### config.mk
export PLATFORM = sky130hd
export DESIGN_NAME = ps2_key_tracker
export DESIGN_NICKNAME = d
export VERILOG_FILES = /design/src/rtl/ps2_pkg.sv /design/src/rtl/ps2_ascii_lut.sv /design/src/rtl/ps2_key_tracker.sv
export SDC_FILE = /design/constraint.sdc
export NUM_CORES = 1
export LEC_CHECK = 0
export CORE_UTILIZATION = 47
export CTS_CLUSTER_DIAMETER = 30
export CTS_CLUSTER_SIZE = 24
export DETAILED_ROUTE_END_ITERATION = 10
export DONT_BUFFER_PORTS = 1
export MAX_ROUTING_LAYER = met4
export SYNTH_ARGS = -nofsm -noshare
export SYNTH_HDL_FRONTEND = slang
export SYNTH_SLANG_ARGS = --single-unit
### constraint.sdc
create_clock -name clk_i -period 5.1 [get_ports clk_i]
set_input_delay 0.765 -clock clk_i [delete_from_list [all_inputs] [get_ports clk_i]]
set_output_delay 0.765 -clock clk_i [all_outputs]
set_load 0.03 [all_outputs]
### src/rtl/ps2_pkg.sv
// Shared types and constants for the PS/2 key tracker: prefix decoder states,
// protocol byte values and seven-segment glyph encoding.
package ps2_pkg;

  typedef enum logic [1:0] {StIdle, StE0, StF0, StE0F0} ps2_state_e;

  localparam logic [7:0] PS2_EXT = 8'hE0;
  localparam logic [7:0] PS2_BRK = 8'hF0;

  localparam logic [7:0] PS2_CTL_NUL     = 8'h00;
  localparam logic [7:0] PS2_CTL_BAT_OK  = 8'hAA;
  localparam logic [7:0] PS2_CTL_ECHO    = 8'hEE;
  localparam logic [7:0] PS2_CTL_ACK     = 8'hFA;
  localparam logic [7:0] PS2_CTL_BAT_ERR = 8'hFC;
  localparam logic [7:0] PS2_CTL_RESEND  = 8'hFE;
  localparam logic [7:0] PS2_CTL_ERR     = 8'hFF;

  localparam logic [7:0] ASCII_NONE = 8'hFF;
  // Active-low encoding; callers invert for active-high panels.
  localparam logic [7:0] SEG_BLANK  = 8'hFF;

  function automatic logic is_ctrl(input logic [7:0] b);
    return (b == PS2_CTL_NUL) || (b == PS2_CTL_BAT_OK) || (b == PS2_CTL_ECHO) ||
           (b == PS2_CTL_ACK) || (b == PS2_CTL_BAT_ERR) || (b == PS2_CTL_RESEND) ||
           (b == PS2_CTL_ERR);
  endfunction

  // Active-low glyph, bit 0 = segment a, bit 7 = dp (always off).
  function automatic logic [7:0] hex_glyph(input logic [3:0] n);
    logic [7:0] g;
    case (n)
      4'h0: g = 8'hC0;
      4'h1: g = 8'hF9;
      4'h2: g = 8'hA4;
      4'h3: g = 8'hB0;
      4'h4: g = 8'h99;
      4'h5: g = 8'h92;
      4'h6: g = 8'h82;
      4'h7: g = 8'hF8;
      4'h8: g = 8'h80;
      4'h9: g = 8'h90;
      4'hA: g = 8'h88;
      4'hB: g = 8'h83;
      4'hC: g = 8'hC6;
      4'hD: g = 8'hA1;
      4'hE: g = 8'h86;
      4'hF: g = 8'h8E;
    endcase
    return g;
  endfunction

endpackage

### src/rtl/ps2_ascii_lut.sv
// Set-2 scan code to ASCII lookup for digits, uppercase letters and space.
module ps2_ascii_lut
  import ps2_pkg::*;
(
  input  logic [7:0] code_i,
  input  logic       ext_i,
  output logic [7:0] ascii_o
);

  always_comb begin
    ascii_o = ASCII_NONE;
    if (!ext_i) begin
      case (code_i)
        8'h45: ascii_o = 8'h30;
        8'h16: ascii_o = 8'h31;
        8'h1E: ascii_o = 8'h32;
        8'h26: ascii_o = 8'h33;
        8'h25: ascii_o = 8'h34;
        8'h2E: ascii_o = 8'h35;
        8'h36: ascii_o = 8'h36;
        8'h3D: ascii_o = 8'h37;
        8'h3E: ascii_o = 8'h38;
        8'h46: ascii_o = 8'h39;
        8'h1C: ascii_o = 8'h41;
        8'h32: ascii_o = 8'h42;
        8'h21: ascii_o = 8'h43;
        8'h23: ascii_o = 8'h44;
        8'h24: ascii_o = 8'h45;
        8'h2B: ascii_o = 8'h46;
        8'h34: ascii_o = 8'h47;
        8'h33: ascii_o = 8'h48;
        8'h43: ascii_o = 8'h49;
        8'h3B: ascii_o = 8'h4A;
        8'h42: ascii_o = 8'h4B;
        8'h4B: ascii_o = 8'h4C;
        8'h3A: ascii_o = 8'h4D;
        8'h31: ascii_o = 8'h4E;
        8'h44: ascii_o = 8'h4F;
        8'h4D: ascii_o = 8'h50;
        8'h15: ascii_o = 8'h51;
        8'h2D: ascii_o = 8'h52;
        8'h1B: ascii_o = 8'h53;
        8'h2C: ascii_o = 8'h54;
        8'h3C: ascii_o = 8'h55;
        8'h2A: ascii_o = 8'h56;
        8'h1D: ascii_o = 8'h57;
        8'h22: ascii_o = 8'h58;
        8'h35: ascii_o = 8'h59;
        8'h1A: ascii_o = 8'h5A;
        8'h29: ascii_o = 8'h20;
        default: ascii_o = ASCII_NONE;
      endcase
    end
  end

endmodule

### src/rtl/ps2_key_tracker.sv
// Decodes PS/2 set-2 make/break prefixes, tracks the held key and its ASCII,
// counts distinct presses and drives a seven-segment digit bank.
module ps2_key_tracker
  import ps2_pkg::*;
#(
  parameter int unsigned CNT_DIGITS     = 4,
  parameter int unsigned SEG_ACTIVE_LOW = 1,
  parameter int unsigned CNT_SATURATE   = 0
) (
  input  logic                          clk_i,
  input  logic                          reset_i,
  input  logic [7:0]                    code_data_i,
  input  logic                          code_valid_i,
  output logic                          code_ready_o,
  output logic                          key_held_o,
  output logic                          key_ext_o,
  output logic [7:0]                    key_code_o,
  output logic [7:0]                    key_ascii_o,
  output logic [4*CNT_DIGITS-1:0]       press_cnt_o,
  output logic [8*(4+CNT_DIGITS)-1:0]   seg_o
);

  localparam int unsigned CW   = 4 * CNT_DIGITS;
  localparam int unsigned NDIG = 4 + CNT_DIGITS;
  localparam int unsigned SW   = 8 * NDIG;

  function automatic logic [7:0] seg_pol(input logic [7:0] g);
    return (SEG_ACTIVE_LOW != 0) ? g : ~g;
  endfunction

  function automatic logic [SW-1:0] seg_reset_val();
    logic [SW-1:0] v;
    v = '0;
    for (int i = 0; i < NDIG; i++) begin
      v[8*i +: 8] = seg_pol((i < 4) ? SEG_BLANK : hex_glyph(4'h0));
    end
    return v;
  endfunction

  localparam logic [SW-1:0] SegRst = seg_reset_val();

  logic          code_ready_q;
  ps2_state_e    state_q, state_d;
  logic          held_q, held_d;
  logic          ext_q, ext_d;
  logic [7:0]    code_q, code_d;
  logic [7:0]    ascii_q, ascii_d;
  logic [CW-1:0] cnt_q, cnt_d;
  logic [SW-1:0] seg_q, seg_d;

  logic       accept, is_data, make_ev, brk_ev, ev_ext, match;
  logic [7:0] lut_ascii;
  logic [4*NDIG-1:0] nibs;

  assign accept  = code_valid_i & code_ready_q;
  assign is_data = !is_ctrl(code_data_i) && (code_data_i != PS2_EXT) &&
                   (code_data_i != PS2_BRK);

  ps2_ascii_lut u_ascii_lut (
    .code_i  (code_data_i),
    .ext_i   (ev_ext),
    .ascii_o (lut_ascii)
  );

  always_comb begin
    state_d = state_q;
    make_ev = 1'b0;
    brk_ev  = 1'b0;
    ev_ext  = 1'b0;
    if (accept) begin
      if (is_ctrl(code_data_i)) begin
        state_d = StIdle;
      end else begin
        unique case (state_q)
          StIdle: begin
            if (code_data_i == PS2_EXT)      state_d = StE0;
            else if (code_data_i == PS2_BRK) state_d = StF0;
            else                             make_ev = 1'b1;
          end
          StE0: begin
            ev_ext = 1'b1;
            if (code_data_i == PS2_BRK) begin
              state_d = StE0F0;
            end else if (code_data_i != PS2_EXT) begin
              make_ev = 1'b1;
              state_d = StIdle;
            end
          end
          StF0: begin
            brk_ev  = is_data;
            state_d = StIdle;
          end
          StE0F0: begin
            ev_ext  = 1'b1;
            brk_ev  = is_data;
            state_d = StIdle;
          end
        endcase
      end
    end
  end

  always_comb begin
    match   = held_q && (ext_q == ev_ext) && (code_q == code_data_i);
    held_d  = held_q;
    ext_d   = ext_q;
    code_d  = code_q;
    ascii_d = ascii_q;
    cnt_d   = cnt_q;
    // A make of the already-held key is typematic repeat and changes nothing.
    if (make_ev && !match) begin
      held_d  = 1'b1;
      ext_d   = ev_ext;
      code_d  = code_data_i;
      ascii_d = lut_ascii;
      cnt_d   = ((CNT_SATURATE != 0) && (&cnt_q)) ? cnt_q : cnt_q + CW'(1);
    end
    if (brk_ev && match) begin
      held_d = 1'b0;
    end
  end

  assign nibs = {cnt_q, ascii_q, code_q};

  always_comb begin
    seg_d = '0;
    for (int i = 0; i < NDIG; i++) begin
      seg_d[8*i +: 8] = seg_pol((i < 4 && !held_q) ? SEG_BLANK : hex_glyph(nibs[4*i +: 4]));
    end
  end

  always_ff @(posedge clk_i or posedge reset_i) begin
    if (reset_i) begin
      code_ready_q <= 1'b0;
      state_q      <= StIdle;
      held_q       <= 1'b0;
      ext_q        <= 1'b0;
      code_q       <= 8'h00;
      ascii_q      <= ASCII_NONE;
      cnt_q        <= '0;
      seg_q        <= SegRst;
    end else begin
      code_ready_q <= 1'b1;
      state_q      <= state_d;
      held_q       <= held_d;
      ext_q        <= ext_d;
      code_q       <= code_d;
      ascii_q      <= ascii_d;
      cnt_q        <= cnt_d;
      seg_q        <= seg_d;
    end
  end

  assign code_ready_o = code_ready_q;
  assign key_held_o   = held_q;
  assign key_ext_o    = ext_q;
  assign key_code_o   = code_q;
  assign key_ascii_o  = ascii_q;
  assign press_cnt_o  = cnt_q;
  assign seg_o        = seg_q;

endmodule

==> key figures <==
Logic synthesis
  • Top-area cell type share of the netlist area: 0.212
  • Post-synthesis mux area share: 0.0847
  • Cells after Synth: 645
  • EDFF count, synth: 0
  • Post-synthesis async set-or-reset flop share: 1.00
  • Largest family of logic cells by synthesized area: compound AO/OA/AOI/OAI gates
  • Leading area contributor after synthesis: dfrtp_1
  • Top_reg_cell synth: dfrtp_1
  • Adder-cell share of the synthesized area: 0.114
  • Compound-Gate Fraction of Synth Area: 0.175
  • Unique cell type count in the Yosys netlist: 70
  • Syn_area_per_cell: 9.71 sq um
  • Cell Area, Synth: 6260 sq um
  • Flops & latches, synth: 93
  • Syn. warnings: 0
  • Sequential-to-total area share from yosys stat: 0.380
  • Post-Synth XOR/XNOR Area: 0.0350
  • Synth area leaders: dfrtp_1 21%, dfstp_2 17%, ha_1 11%, mux2i_1 4.2%, o21ai_0 3.8%
  • Synth Area in Simple Gates: 0.144

CTS
  • CTS Buf Count: 9
  • Skew-Pair Late Insertion Delay: 0.34 ns
  • Setup Buffers After CTS: 0
  • Clk sinks: 93
  • CTS tree: yes
  • Cts hold-fix bufs: 0
  • Cts repair resizes: 0
  • H-tree level count: 3
  • Clock edge transition at the registers on the reported setup and hold paths: 0.06 ns
  • Max Buffers Root-to-Sink: 2
  • Clock Tree Root: clkbuf_16

Layout
  • ANT cells: 0
  • Area grow syn2layout: 4.60%
  • Fin util: 0.511
  • # nets final: 686
  • Share of cells above drive strength 1: 0.128

Flow run
  • Number of max-cap violations: 0

STA
  • Crit share post-route: 0.530
  • Setup_tns: 0 ns
  • Max Fclk: 370 MHz
  • Minimum clock period after layout: 2.70 ns
  • Final Hold Viols: 0
  • Slew @ Worst Pin: 0.897 ns
  • Hold WS: 0.388 ns
  • Clock skew after layout: 0.00487 ns
  • Final setup fails: 0
  • Unrepaired setup endpoints after global routing: no
  • Rel. slew slack: 0.402
  • Final WS setup: 2.40 ns
  • Max-slew violation count: 0

Detailed routing
  • Via count: 4663
  • Router iterations before antenna repair: 4
  • Antenna-violating nets left: 0
  • Drt total wl: 14500 microns
  • Via/cell ratio: 5.87
  • # DRC: 0
  • Drt initial violations: 279
  • Avg WL per Cell: 18.2 microns

Power and ir drop
  • Power Density: 404 nW/um^2
  • LEAKAGE: 0.00279 uW
  • Peak supply drop: 0.216 mV

Die
  • IO Count: 110
  • Core Area: 12800 sq um
  • Effective utilization at floorplan: 0.488
  • Die X: 117 microns
  • Die area: 13800 sq um
  • Die Ht: 117 microns
  • Placement Rows: 41

Worst setup path
  • CP required: 5.32 ns
  • CP startpoint kind: input port
  • CP endpoint kind: flip-flop
  • Worst-path maximum fanout: 18
  • Setup CP Type: in -> reg
  • Reg2reg path depth: 5
  • Critical path arrival: 2.92 ns

GRT
  • Global-route wire length before repair: 24300 microns
  • Largest net degree at the start of global routing: 52
  • Vias in the first global route: 4581
  • Initial antenna violation count: 0
  • Total Routing Usage GR: 0.227
  • Total global routing overflow: 0

Place
  • Hpwl dp: 10500 microns
  • Port buffer count: 0
  • Pre-CTS setup slack: 2.05 ns
  • Gp weighted congestion: 0.893

Status
  • Outcome: complete, no violations

Min path
  • Hold Path Class: in -> async
sequential cells by signal, summed over array words and instances (netlist names):
signal and flops:
key_ext_o 1, press_cnt_o 16, seg_o 56, key_ascii_o 8, key_held_o 1, key_code_o 8, state_q 2, code_ready_o 1
final timing paths:
check | start | to | slack [ns]
worst max-delay path | code_data_i[0] | key_code_o[7]$_DFFE_PP0P_ | 2.40
worst min-delay path | reset_i | seg_o[52]$_DFF_PP0_ | 0.39
worst max register to register | key_code_o[3]$_DFFE_PP0P_ | press_cnt_o[15]$_DFFE_PP0P_ | 2.54
worst min register to register | key_ascii_o[4]$_DFFE_PP1P_ | seg_o[25]$_DFF_PP1_ | 0.64
max in group asynchronous | reset_i | seg_o[38]$_DFF_PP1_ | 3.73
min in group clk_i | code_data_i[4] | key_code_o[4]$_DFFE_PP0P_ | 0.55
report_power, final:
group / leakage [uW] / total, uW / switching [uW] / internal [uW]
Sequential: 0.00106 / 1450 / 502 / 948
Combinational: 0.00160 / 573 / 313 / 261
Clock: 0.000137 / 619 / 264 / 356
cells in the mapped netlist, types with 3 or more instances:
library cell   n
o31ai_1        3
and2_1         3
buf_4          9
o21ai_0       48
a22o_1         5
and3_1         3
a31oi_1        4
a21boi_0       4
nor4_1         8
or2_2          3
buf_1          5
nor2b_1       11
o31a_1         7
mux2_2         3
nand4_1       10
mux2i_1       26
mux2_1         5
nor2_1        33
buf_2          7
xor2_1         3
nand2_1       45
nand2b_1      18
a22oi_1        4
nand3b_1       3
a32o_1         5
a21o_1         4
mux4_2         8
or3_1          5
inv_1         42
clkbuf_1      24
buf_6          4
nor3_1         6
nand3_1       18
o22ai_1        4
a21oi_1       21
dfstp_2       40
dfrtp_1       53
xnor2_1       22
a211oi_1       6
ha_1          57
o211ai_1      20
o311ai_0       4
layout make-up:
class	instances	area (sq um)
fillers	1192	6280
multi-input cells	467	3490
flip-flops and latches	93	2380
clock buffers	14	264
well taps	172	215
inverters	44	168
repair buffers	3	22.5
clock inverters	2	10.0
placed cells by master (no fill, tap or decap), drive strengths merged, types with 4 or more instances in the layout:
| cell | netlist | final |
|---|---|---|
| ha | 57 | 57 |
| dfrtp | 53 | 53 |
| o21ai | 48 | 48 |
| nand2 | 46 | 46 |
| inv | 42 | 42 |
| dfstp | 40 | 40 |
| nor2 | 34 | 34 |
| mux2i | 26 | 26 |
| xnor2 | 22 | 22 |
| a21oi | 21 | 21 |
| o211ai | 20 | 20 |
| nand3 | 18 | 18 |
| nand2b | 18 | 18 |
| clkbuf | 24 | 14 |
| nor2b | 11 | 11 |
| nand4 | 10 | 10 |
| conb | 1 | 9 |
| nor4 | 8 | 8 |
| mux4 | 8 | 8 |
| mux2 | 8 | 8 |
| o31a | 7 | 7 |
| nor3 | 6 | 6 |
| a211oi | 6 | 6 |
| or3 | 6 | 6 |
| a32o | 5 | 5 |
| a22o | 5 | 5 |
| a31oi | 5 | 5 |
| a21o | 4 | 4 |
| a22oi | 4 | 4 |
| o22ai | 4 | 4 |
| o311ai | 4 | 4 |
| a21boi | 4 | 4 |
| clkinv | 2 | 4 |
metal layers:
| metal | track usage | part of all wire | wire length, microns | vias to the layer above |
|---|---|---|---|---|
| met5 | - | 0 | 0 | - |
| met3 | 0.0535 | 0.060 | 862 | 22 |
| li1 | - | - | - | 2218 |
| met1 | 0.292 | 0.46 | 6630 | 2282 |
| met2 | 0.351 | 0.46 | 6700 | 141 |
| met4 | 0.0795 | 0.018 | 263 | 0 |
logic make-up (layout without fill, tap and decap cells):
family                   after synthesis  in the layout
multiplexers                          42             42
adder cells (fa/ha/maj)               57             57
AO/OA/AOI/OAI                        160            160
buffers and inverters                 93             63
XOR/XNOR                              25             25
flip-flops                            93             93
AND/OR/NAND/NOR                      174            174
other                                  1              9
critical path: stages:
cell	delay, ns
inv_1	0.13
ha_1	0.35
or3b_4	0.44
or3_4	0.39
o2111a_1	0.28
nand2_8	0.21
mux2_1	0.34
metrics by stage:
stage	cells	cell area, sq um	total power, uW
5_1_grt	795	6550	2810
4_1_cts	795	6550	2670
3_3_place_gp	779	6270	2030
2_1_floorplan	653	6290	1900
3_5_place_dp	779	6270	2040
6_report	795	6550	2640
Power figures use the tool's default switching activity.
